### config.mk
export PLATFORM = sky130hd
export DESIGN_NAME = run_ctrl_flat
export DESIGN_NICKNAME = d
export VERILOG_FILES = /design/src/rtl/run_ctrl_pkg.sv /design/src/rtl/run_ctrl_if.sv /design/src/rtl/run_ctrl.sv /design/src/flat_wrapper.sv
export SDC_FILE = /design/constraint.sdc
export NUM_CORES = 1
export LEC_CHECK = 0
export CAP_MARGIN = 25
export CORE_MARGIN = 2
export CORE_UTILIZATION = 35
export DETAILED_ROUTE_END_ITERATION = 12
export PLACE_DENSITY = 0.64
export RECOVER_POWER = 50
export SLEW_MARGIN = 25
export SYNTH_ARGS = -nofsm -noshare
export SYNTH_HDL_FRONTEND = slang
export SYNTH_SLANG_ARGS = --single-unit
### constraint.sdc
create_clock -name clk -period 1.7 [get_ports clk]
set_input_delay 0.51 -clock clk [delete_from_list [all_inputs] [get_ports clk]]
set_output_delay 0.51 -clock clk [all_outputs]
set_load 0.01 [all_outputs]
### src/rtl/run_ctrl_pkg.sv
// Shared types and default parameters for the run_ctrl execution sequencer.
// Imported by the handshake interface and the sequencer itself.
package run_ctrl_pkg;

   typedef enum logic [2:0] {
      IDLE = 3'd0,
      HOST = 3'd1,
      RST  = 3'd2,
      RUN  = 3'd3,
      FIN  = 3'd4
   } run_state_t;

   localparam int unsigned RUN_CTRL_CW      = 16;
   localparam int unsigned RUN_CTRL_RST_CYC = 2;
   localparam int unsigned RUN_CTRL_MAX_CYC = 1000;

endpackage

### src/rtl/run_ctrl_if.sv
// Harness/core handshake bundle around run_ctrl.
// The master side is the test harness, the slave side is the sequencer.
interface run_ctrl_if
   import run_ctrl_pkg::*;
#(
   parameter int unsigned CW = RUN_CTRL_CW
);
   logic          req;
   logic          halt;
   logic          host_req;
   logic          cpu_reset;
   logic          cpu_run;
   logic          host_gnt;
   logic          busy;
   logic          done;
   logic          timeout;
   logic [CW-1:0] cycle_cnt;

   modport master (
      output req, halt, host_req,
      input  cpu_reset, cpu_run, host_gnt, busy, done, timeout, cycle_cnt
   );

   modport slave (
      input  req, halt, host_req,
      output cpu_reset, cpu_run, host_gnt, busy, done, timeout, cycle_cnt
   );
endinterface

### src/rtl/run_ctrl.sv
// Execution sequencer: holds the core in reset, runs it until Halt or the
// cycle budget expires, and hands dat_mem to the host while the core is stopped.
module run_ctrl
   import run_ctrl_pkg::*;
#(
   parameter int unsigned CW      = RUN_CTRL_CW,
   parameter int unsigned RST_CYC = RUN_CTRL_RST_CYC,
   parameter int unsigned MAX_CYC = RUN_CTRL_MAX_CYC
) (
   input  logic     clk,
   input  logic     reset,
   run_ctrl_if.slave bus
);

   localparam int unsigned RW = $clog2(RST_CYC + 1);

   run_state_t    state_r,      state_next_s;
   logic [RW-1:0] rst_cnt_r,    rst_cnt_next_s;
   logic [CW-1:0] cycle_cnt_r,  cycle_cnt_next_s;
   logic          done_r,       done_next_s;
   logic          timeout_r,    timeout_next_s;
   logic          cpu_reset_r,  cpu_reset_next_s;
   logic          cpu_run_r,    cpu_run_next_s;
   logic          busy_r,       busy_next_s;
   logic          host_gnt_r,   host_gnt_next_s;

   // Next-state and next-output decode from registered state and inputs
   always_comb begin
      state_next_s     = state_r;
      rst_cnt_next_s   = rst_cnt_r;
      cycle_cnt_next_s = cycle_cnt_r;
      done_next_s      = done_r;
      timeout_next_s   = timeout_r;
      case (state_r)
         IDLE: begin
            if (bus.host_req) begin
               state_next_s = HOST;
            end else if (bus.req) begin
               state_next_s     = RST;
               rst_cnt_next_s   = RW'(RST_CYC - 1);
               cycle_cnt_next_s = {CW{1'b0}};
               timeout_next_s   = 1'b0;
            end else begin
               state_next_s = IDLE;
            end
         end
         HOST: begin
            if (bus.host_req) begin
               state_next_s = HOST;
            end else begin
               state_next_s = IDLE;
            end
         end
         RST: begin
            if (rst_cnt_r == {RW{1'b0}}) begin
               state_next_s = RUN;
            end else begin
               rst_cnt_next_s = rst_cnt_r - {{(RW-1){1'b0}}, 1'b1};
            end
         end
         RUN: begin
            // The exiting edge is counted too, so a timeout lands on MAX_CYC exactly
            cycle_cnt_next_s = cycle_cnt_r + {{(CW-1){1'b0}}, 1'b1};
            if (bus.halt) begin
               state_next_s   = FIN;
               done_next_s    = 1'b1;
               timeout_next_s = 1'b0;
            end else if (cycle_cnt_r == CW'(MAX_CYC - 1)) begin
               state_next_s   = FIN;
               done_next_s    = 1'b1;
               timeout_next_s = 1'b1;
            end else begin
               state_next_s = RUN;
            end
         end
         FIN: begin
            if (!bus.req && !bus.host_req) begin
               state_next_s   = IDLE;
               done_next_s    = 1'b0;
               timeout_next_s = 1'b0;
            end else begin
               state_next_s = FIN;
            end
         end
         default: begin
            state_next_s = IDLE;
         end
      endcase

      cpu_reset_next_s = (state_next_s == IDLE) || (state_next_s == HOST) ||
                         (state_next_s == RST);
      cpu_run_next_s   = (state_next_s == RUN);
      busy_next_s      = (state_next_s == RST) || (state_next_s == RUN);
      // Readback grant in FIN only once FIN is established, never on the halting edge
      host_gnt_next_s  = (state_next_s == HOST) ||
                         ((state_r == FIN) && (state_next_s == FIN) && bus.host_req);
   end

   // State and output registers
   always_ff @(posedge clk or posedge reset) begin
      if (reset) begin
         state_r     <= IDLE;
         rst_cnt_r   <= {RW{1'b0}};
         cycle_cnt_r <= {CW{1'b0}};
         done_r      <= 1'b0;
         timeout_r   <= 1'b0;
         cpu_reset_r <= 1'b1;
         cpu_run_r   <= 1'b0;
         busy_r      <= 1'b0;
         host_gnt_r  <= 1'b0;
      end else begin
         state_r     <= state_next_s;
         rst_cnt_r   <= rst_cnt_next_s;
         cycle_cnt_r <= cycle_cnt_next_s;
         done_r      <= done_next_s;
         timeout_r   <= timeout_next_s;
         cpu_reset_r <= cpu_reset_next_s;
         cpu_run_r   <= cpu_run_next_s;
         busy_r      <= busy_next_s;
         host_gnt_r  <= host_gnt_next_s;
      end
   end

   assign bus.cpu_reset = cpu_reset_r;
   assign bus.cpu_run   = cpu_run_r;
   assign bus.host_gnt  = host_gnt_r;
   assign bus.busy      = busy_r;
   assign bus.done      = done_r;
   assign bus.timeout   = timeout_r;
   assign bus.cycle_cnt = cycle_cnt_r;

endmodule

### src/flat_wrapper.sv
// flat-port wrapper written by rule: the top's interface ports become plain ports
module run_ctrl_flat import run_ctrl_pkg::*;
#(
   parameter int unsigned CW      = RUN_CTRL_CW,
   parameter int unsigned RST_CYC = RUN_CTRL_RST_CYC,
   parameter int unsigned MAX_CYC = RUN_CTRL_MAX_CYC
)
  (clk, reset, bus_req, bus_halt, bus_host_req, bus_cpu_reset, bus_cpu_run, bus_host_gnt, bus_busy, bus_done, bus_timeout, bus_cycle_cnt);
  run_ctrl_if #(.CW(CW)) bus_i ();
  input  logic clk;
  input  logic reset;
  input wire logic [$bits(bus_i.req)-1:0] bus_req;
  input wire logic [$bits(bus_i.halt)-1:0] bus_halt;
  input wire logic [$bits(bus_i.host_req)-1:0] bus_host_req;
  output wire logic [$bits(bus_i.cpu_reset)-1:0] bus_cpu_reset;
  output wire logic [$bits(bus_i.cpu_run)-1:0] bus_cpu_run;
  output wire logic [$bits(bus_i.host_gnt)-1:0] bus_host_gnt;
  output wire logic [$bits(bus_i.busy)-1:0] bus_busy;
  output wire logic [$bits(bus_i.done)-1:0] bus_done;
  output wire logic [$bits(bus_i.timeout)-1:0] bus_timeout;
  output wire logic [$bits(bus_i.cycle_cnt)-1:0] bus_cycle_cnt;
  assign bus_i.req = bus_req;
  assign bus_i.halt = bus_halt;
  assign bus_i.host_req = bus_host_req;
  assign bus_cpu_reset = bus_i.cpu_reset;
  assign bus_cpu_run = bus_i.cpu_run;
  assign bus_host_gnt = bus_i.host_gnt;
  assign bus_busy = bus_i.busy;
  assign bus_done = bus_i.done;
  assign bus_timeout = bus_i.timeout;
  assign bus_cycle_cnt = bus_i.cycle_cnt;
  run_ctrl #(.CW(CW), .RST_CYC(RST_CYC), .MAX_CYC(MAX_CYC)) u_core (.clk(clk), .reset(reset), .bus(bus_i));
endmodule
==> impl_results.html <==
<table>
<tr><th>Metric</th><th>Value</th></tr>
<tr><th colspan="2">Status</th></tr>
<tr><td>Run status</td><td>finished with violations</td></tr>
<tr><td>Violations in the final reports</td><td>negative setup slack</td></tr>
<tr><th colspan="2">Final layout</th></tr>
<tr><td>Flip-flop count of the largest register, all copies and words added</td><td>16</td></tr>
<tr><td>Area of all sequential standard cells</td><td>683 sq um</td></tr>
<tr><td>Commonest non-fill, non-tap cell in the layout</td><td>buf_4</td></tr>
<tr><td>Number of nets at the end of the flow</td><td>214</td></tr>
<tr><td>Layout area overhead</td><td>51.7%</td></tr>
<tr><td>Final non-filler cell area</td><td>0.00211 sq mm</td></tr>
<tr><td>Area of the multi-input gates</td><td>774 sq um</td></tr>
<tr><td>Leading cell types in the layout, fill and taps excluded</td><td>35 x buf_4, 21 x dfrtp_1, 12 x nand2_1, 9 x dlygate4sd2_1</td></tr>
<tr><td>Fillers</td><td>341</td></tr>
<tr><td>Post-layout instance count excluding filler cells</td><td>254</td></tr>
<tr><td>Share of layout cells above drive strength 1</td><td>29.1%</td></tr>
<tr><td>ANT cells</td><td>0</td></tr>
<tr><th colspan="2">Place</th></tr>
<tr><td>Gpl congestion</td><td>0.845</td></tr>
<tr><td>Placed cell count</td><td>232</td></tr>
<tr><td>DPL Wire Length</td><td>2650 microns</td></tr>
<tr><td># port buffers</td><td>26</td></tr>
<tr><td>Minimum setup slack after placement</td><td>-0.664 ns</td></tr>
<tr><td>Placed inst area</td><td>0.00186 sq mm</td></tr>
<tr><th colspan="2">Clocking</th></tr>
<tr><td>CTS sink cnt</td><td>27</td></tr>
<tr><td>Post-CTS Hold Fix Bufs</td><td>0</td></tr>
<tr><td>CTS clock-pin slew for the worst setup and hold paths</td><td>0.10 ns</td></tr>
<tr><td>Clock root cell</td><td>clkbuf_8</td></tr>
<tr><td>CTS Buffer Depth</td><td>2</td></tr>
<tr><td>TritonCTS clock tree</td><td>yes</td></tr>
<tr><td>TritonCTS Buffers</td><td>3</td></tr>
<tr><td>CTS H-tree depth</td><td>1</td></tr>
<tr><td>Clock latency on the worst-skew pair</td><td>0.28 ns</td></tr>
<tr><th colspan="2">Routing</th></tr>
<tr><td>Remaining routing DRC violations</td><td>0</td></tr>
<tr><td>Average wire length per cell after detail routing</td><td>15.3 microns</td></tr>
<tr><td>Number of DRC markers after the initial detailed-route iteration</td><td>83</td></tr>
<tr><td>Routed wire length</td><td>3880 microns</td></tr>
<tr><td>Via total after detailed routing</td><td>1400</td></tr>
<tr><td>First-pass iteration count of the detailed router</td><td>4</td></tr>
<tr><td>Vias per cell</td><td>5.51</td></tr>
<tr><td>DRT antenna net count</td><td>0</td></tr>
<tr><th colspan="2">Yosys</th></tr>
<tr><td>Post-Synth Adder-Cell Area</td><td>1.80%</td></tr>
<tr><td>Number of nets in the synthesized netlist</td><td>150</td></tr>
<tr><td>Multiplexer share of the synthesized area</td><td>2.24%</td></tr>
<tr><td>Xor and xnor area share after synthesis</td><td>1.26%</td></tr>
<tr><td>Main combinational cell family by area after synthesis</td><td>simple AND/OR/NAND/NOR gates</td></tr>
<tr><td>Async SR Flop Fraction</td><td>100%</td></tr>
<tr><td>Basic-gate share of the synthesized area counting and, or, nand and nor cells</td><td>24.0%</td></tr>
<tr><td>Mean instance size in the synthesized netlist</td><td>9.75 sq um</td></tr>
<tr><td>Warnings from Yosys</td><td>0</td></tr>
<tr><td>Number of enable-type register cells in the synthesized netlist</td><td>0</td></tr>
<tr><td>Cell area after synthesis</td><td>0.00139 sq mm</td></tr>
<tr><td>Post-Synthesis Cells</td><td>143</td></tr>
<tr><td>Number of synthesized register bits</td><td>27</td></tr>
<tr><td>Share of the synthesized area in compound gates (AO/OA/AOI/OAI)</td><td>19.7%</td></tr>
<tr><td>Post-synthesis sequential area ratio</td><td>48.6%</td></tr>
<tr><td>Cell variety after synth</td><td>43</td></tr>
<tr><td>Leading register cell type out of synthesis</td><td>dfrtp_1</td></tr>
<tr><th colspan="2">Floorplan</th></tr>
<tr><td>Die area</td><td>0.00450 sq mm</td></tr>
<tr><td>Total number of placement rows</td><td>22</td></tr>
<tr><td>I/O Pins</td><td>27</td></tr>
<tr><td>Die Width</td><td>67.1 microns</td></tr>
<tr><td>Area of the core region</td><td>0.00374 sq mm</td></tr>
<tr><td>Overall die height</td><td>67.1 microns</td></tr>
<tr><td>Initial Util</td><td>37.2%</td></tr>
<tr><th colspan="2">Power</th></tr>
<tr><td>Internal portion of total power</td><td>0.00167 W</td></tr>
<tr><td>P_sw</td><td>0.00101 W</td></tr>
<tr><td>Clock share of power</td><td>14.1%</td></tr>
<tr><td>Part of the total power dissipated in combinational logic</td><td>50.8%</td></tr>
<tr><td>Leakage</td><td>1.03 nW</td></tr>
<tr><td>Sequential share of power</td><td>35.2%</td></tr>
<tr><td>Power per cell area</td><td>1270 mW/mm^2</td></tr>
<tr><td>Highest ir drop seen on vdd</td><td>0.000763 V</td></tr>
<tr><td>Fraction of power spent switching nets</td><td>37.6%</td></tr>
<tr><th colspan="2">Hold path</th></tr>
<tr><td>Min-Delay Path Class</td><td>flop to flop</td></tr>
<tr><th colspan="2">Timing</th></tr>
<tr><td>Transition time at the pin with the least slew margin</td><td>0.841 ns</td></tr>
<tr><td>Final setup skew</td><td>0.00507 ns</td></tr>
<tr><td>Number of hold-slack violations in the final timing report</td><td>0</td></tr>
<tr><td>Worst Setup Slack, final</td><td>-0.167 ns</td></tr>
<tr><td>Final cycle utilization of the critical path</td><td>110%</td></tr>
<tr><td>Maximum achievable frequency</td><td>536 MHz</td></tr>
<tr><td>Relative slew slack</td><td>43.9%</td></tr>
<tr><td>Minimum period implied by the final worst setup slack</td><td>1.87 ns</td></tr>
<tr><td>Setup repair after global routing missed its margin</td><td>yes</td></tr>
<tr><td>Final Setup Violations</td><td>6</td></tr>
<tr><td>Post-Route Hold Slack</td><td>0.515 ns</td></tr>
<tr><td>Final number of max-transition violations</td><td>0</td></tr>
<tr><th colspan="2">GRT</th></tr>
<tr><td>Largest net degree at the start of global routing</td><td>17</td></tr>
<tr><td>Via count of the first global-routing pass</td><td>1401</td></tr>
<tr><td>Total track usage</td><td>18.5%</td></tr>
<tr><td>Total congestion overflow after global routing</td><td>0</td></tr>
<tr><td>Wire length of the first global-routing pass</td><td>6350 microns</td></tr>
<tr><td>Number of antenna violations at the first check in global routing</td><td>0</td></tr>
<tr><th colspan="2">Critical path</th></tr>
<tr><td>Worst Setup Path Type</td><td>flop to flop</td></tr>
<tr><td>Highest net fanout along the worst path</td><td>6</td></tr>
<tr><td>Endpoint type of the worst setup path</td><td>flop</td></tr>
<tr><td>Startpoint class of the critical path</td><td>flop</td></tr>
<tr><td>Arrival time at the worst endpoint</td><td>2.07 ns</td></tr>
<tr><td>Required time at the worst-slack endpoint</td><td>1.91 ns</td></tr>
<tr><th colspan="2">Job</th></tr>
<tr><td>Reported max-cap violation count</td><td>0</td></tr>
</table>
-- repair_timing --
item / CTS / global route
endpoints found under the setup margin: 32 / 33
setup buffers: 15 / 3
pin swaps: 8 / 7
resized for setup: 18 / 26
-- power by group through the flow --
stage	combinational (W)	clock [W]	sequential, W
after floorplan	0.000575	0	0.00106
after global placement	0.00118	0	0.000993
after global routing	0.00150	0.000418	0.000967
after detailed placement	0.00121	0	0.00100
final	0.00136	0.000377	0.000943
after CTS	0.00132	0.000387	0.000940
-- path summary, 6_finish.rpt --
| path | from | to | slack [ns] | depth (start not counted) |
|---|---|---|---|---|
| setup / recovery | u_core.state_r[0] | u_core.bus.cycle_cnt[13] | -0.17 | 4 |
| hold / removal | u_core.bus.timeout | u_core.bus.timeout | 0.52 | 1 |
| setup reg to reg | u_core.state_r[0] | u_core.bus.cycle_cnt[13] | -0.17 | 4 |
| hold reg to reg | u_core.bus.timeout | u_core.bus.timeout | 0.52 | 1 |
| max in group asynchronous | reset | u_core.bus.cycle_cnt[10] | 0.19 | 3 |
| min in group asynchronous | reset | u_core.state_r[1] | 0.84 | 3 |
-- routing by layer --
| metal | part of all wire [%] | GRT usage [%] | vias up |
|---|---|---|---|
| met2 | 51 | 33.9 | 34 |
| met3 | 3.8 | 2.53 | 5 |
| met5 | 0 | 0 | - |
| met1 | 44 | 22.6 | 683 |
| met4 | 0.90 | 4.85 | 0 |
| li1 | - | - | 678 |
-- logic make-up (layout without fill, tap and decap cells) --
logic type | count (synthesis) | after routing
DFF | 27 | 27
buffers and inverters | 9 | 72
adders and majority gates | 2 | 2
and+or+nand+nor | 58 | 58
xor gates and xnor gates | 2 | 2
AOI/OAI and AO/OA | 42 | 42
muxes | 3 | 3
-- stage by stage --
stage	util, %	power [W]	TNS (ns)
after detailed placement	49.6	0.00221	-7.37
after floorplan	-	0.00163	-0.405
after global placement	49.6	0.00217	-6.80
after global routing	56.5	0.00289	-1.52
after CTS	54.0	0.00265	-0.768
final	56.5	0.00268	-0.759
-- area by class of cell --
type	count	area share (%)
multi-input cells	107	36.6
inverters	4	0.710
repair buffers	64	25.2
flip-flops and latches	27	32.3
well taps	48	2.84
clock inverters	1	0.355
clock buffers	3	1.95
-- critical path, cell delays in order (launching register included) --
cell and delay (ns):
dfrtp_1 0.40, or4b_4 0.55, a211o_4 0.37, or3_1 0.33, a21oi_2 0.14
-- Yosys cell counts (2+ instances only) --
cell type | number | area, sq um
a21oi_1 | 10 | 50.1
a22o_1 | 2 | 17.5
and3b_1 | 2 | 17.5
and4_1 | 2 | 17.5
clkbuf_1 | 5 | 18.8
dfrtp_1 | 26 | 651
ha_1 | 2 | 25.0
inv_1 | 4 | 15.0
mux2i_1 | 2 | 20.0
nand2_1 | 12 | 45.0
nand2b_1 | 3 | 18.8
nand3_1 | 5 | 25.0
nand3b_1 | 2 | 15.0
nand4_1 | 5 | 31.3
nor2_1 | 7 | 26.3
nor2b_1 | 2 | 12.5
nor3_1 | 3 | 15.0
nor4_1 | 2 | 12.5
nor4b_1 | 2 | 17.5
o2111ai_1 | 2 | 17.5
o211ai_1 | 4 | 30.0
o21ai_0 | 9 | 45.0
o22ai_1 | 3 | 18.8
o31ai_1 | 3 | 22.5
or3_1 | 4 | 25.0
or4_1 | 2 | 15.0
xor2_1 | 2 | 17.5
Power figures use the tool's default switching activity.
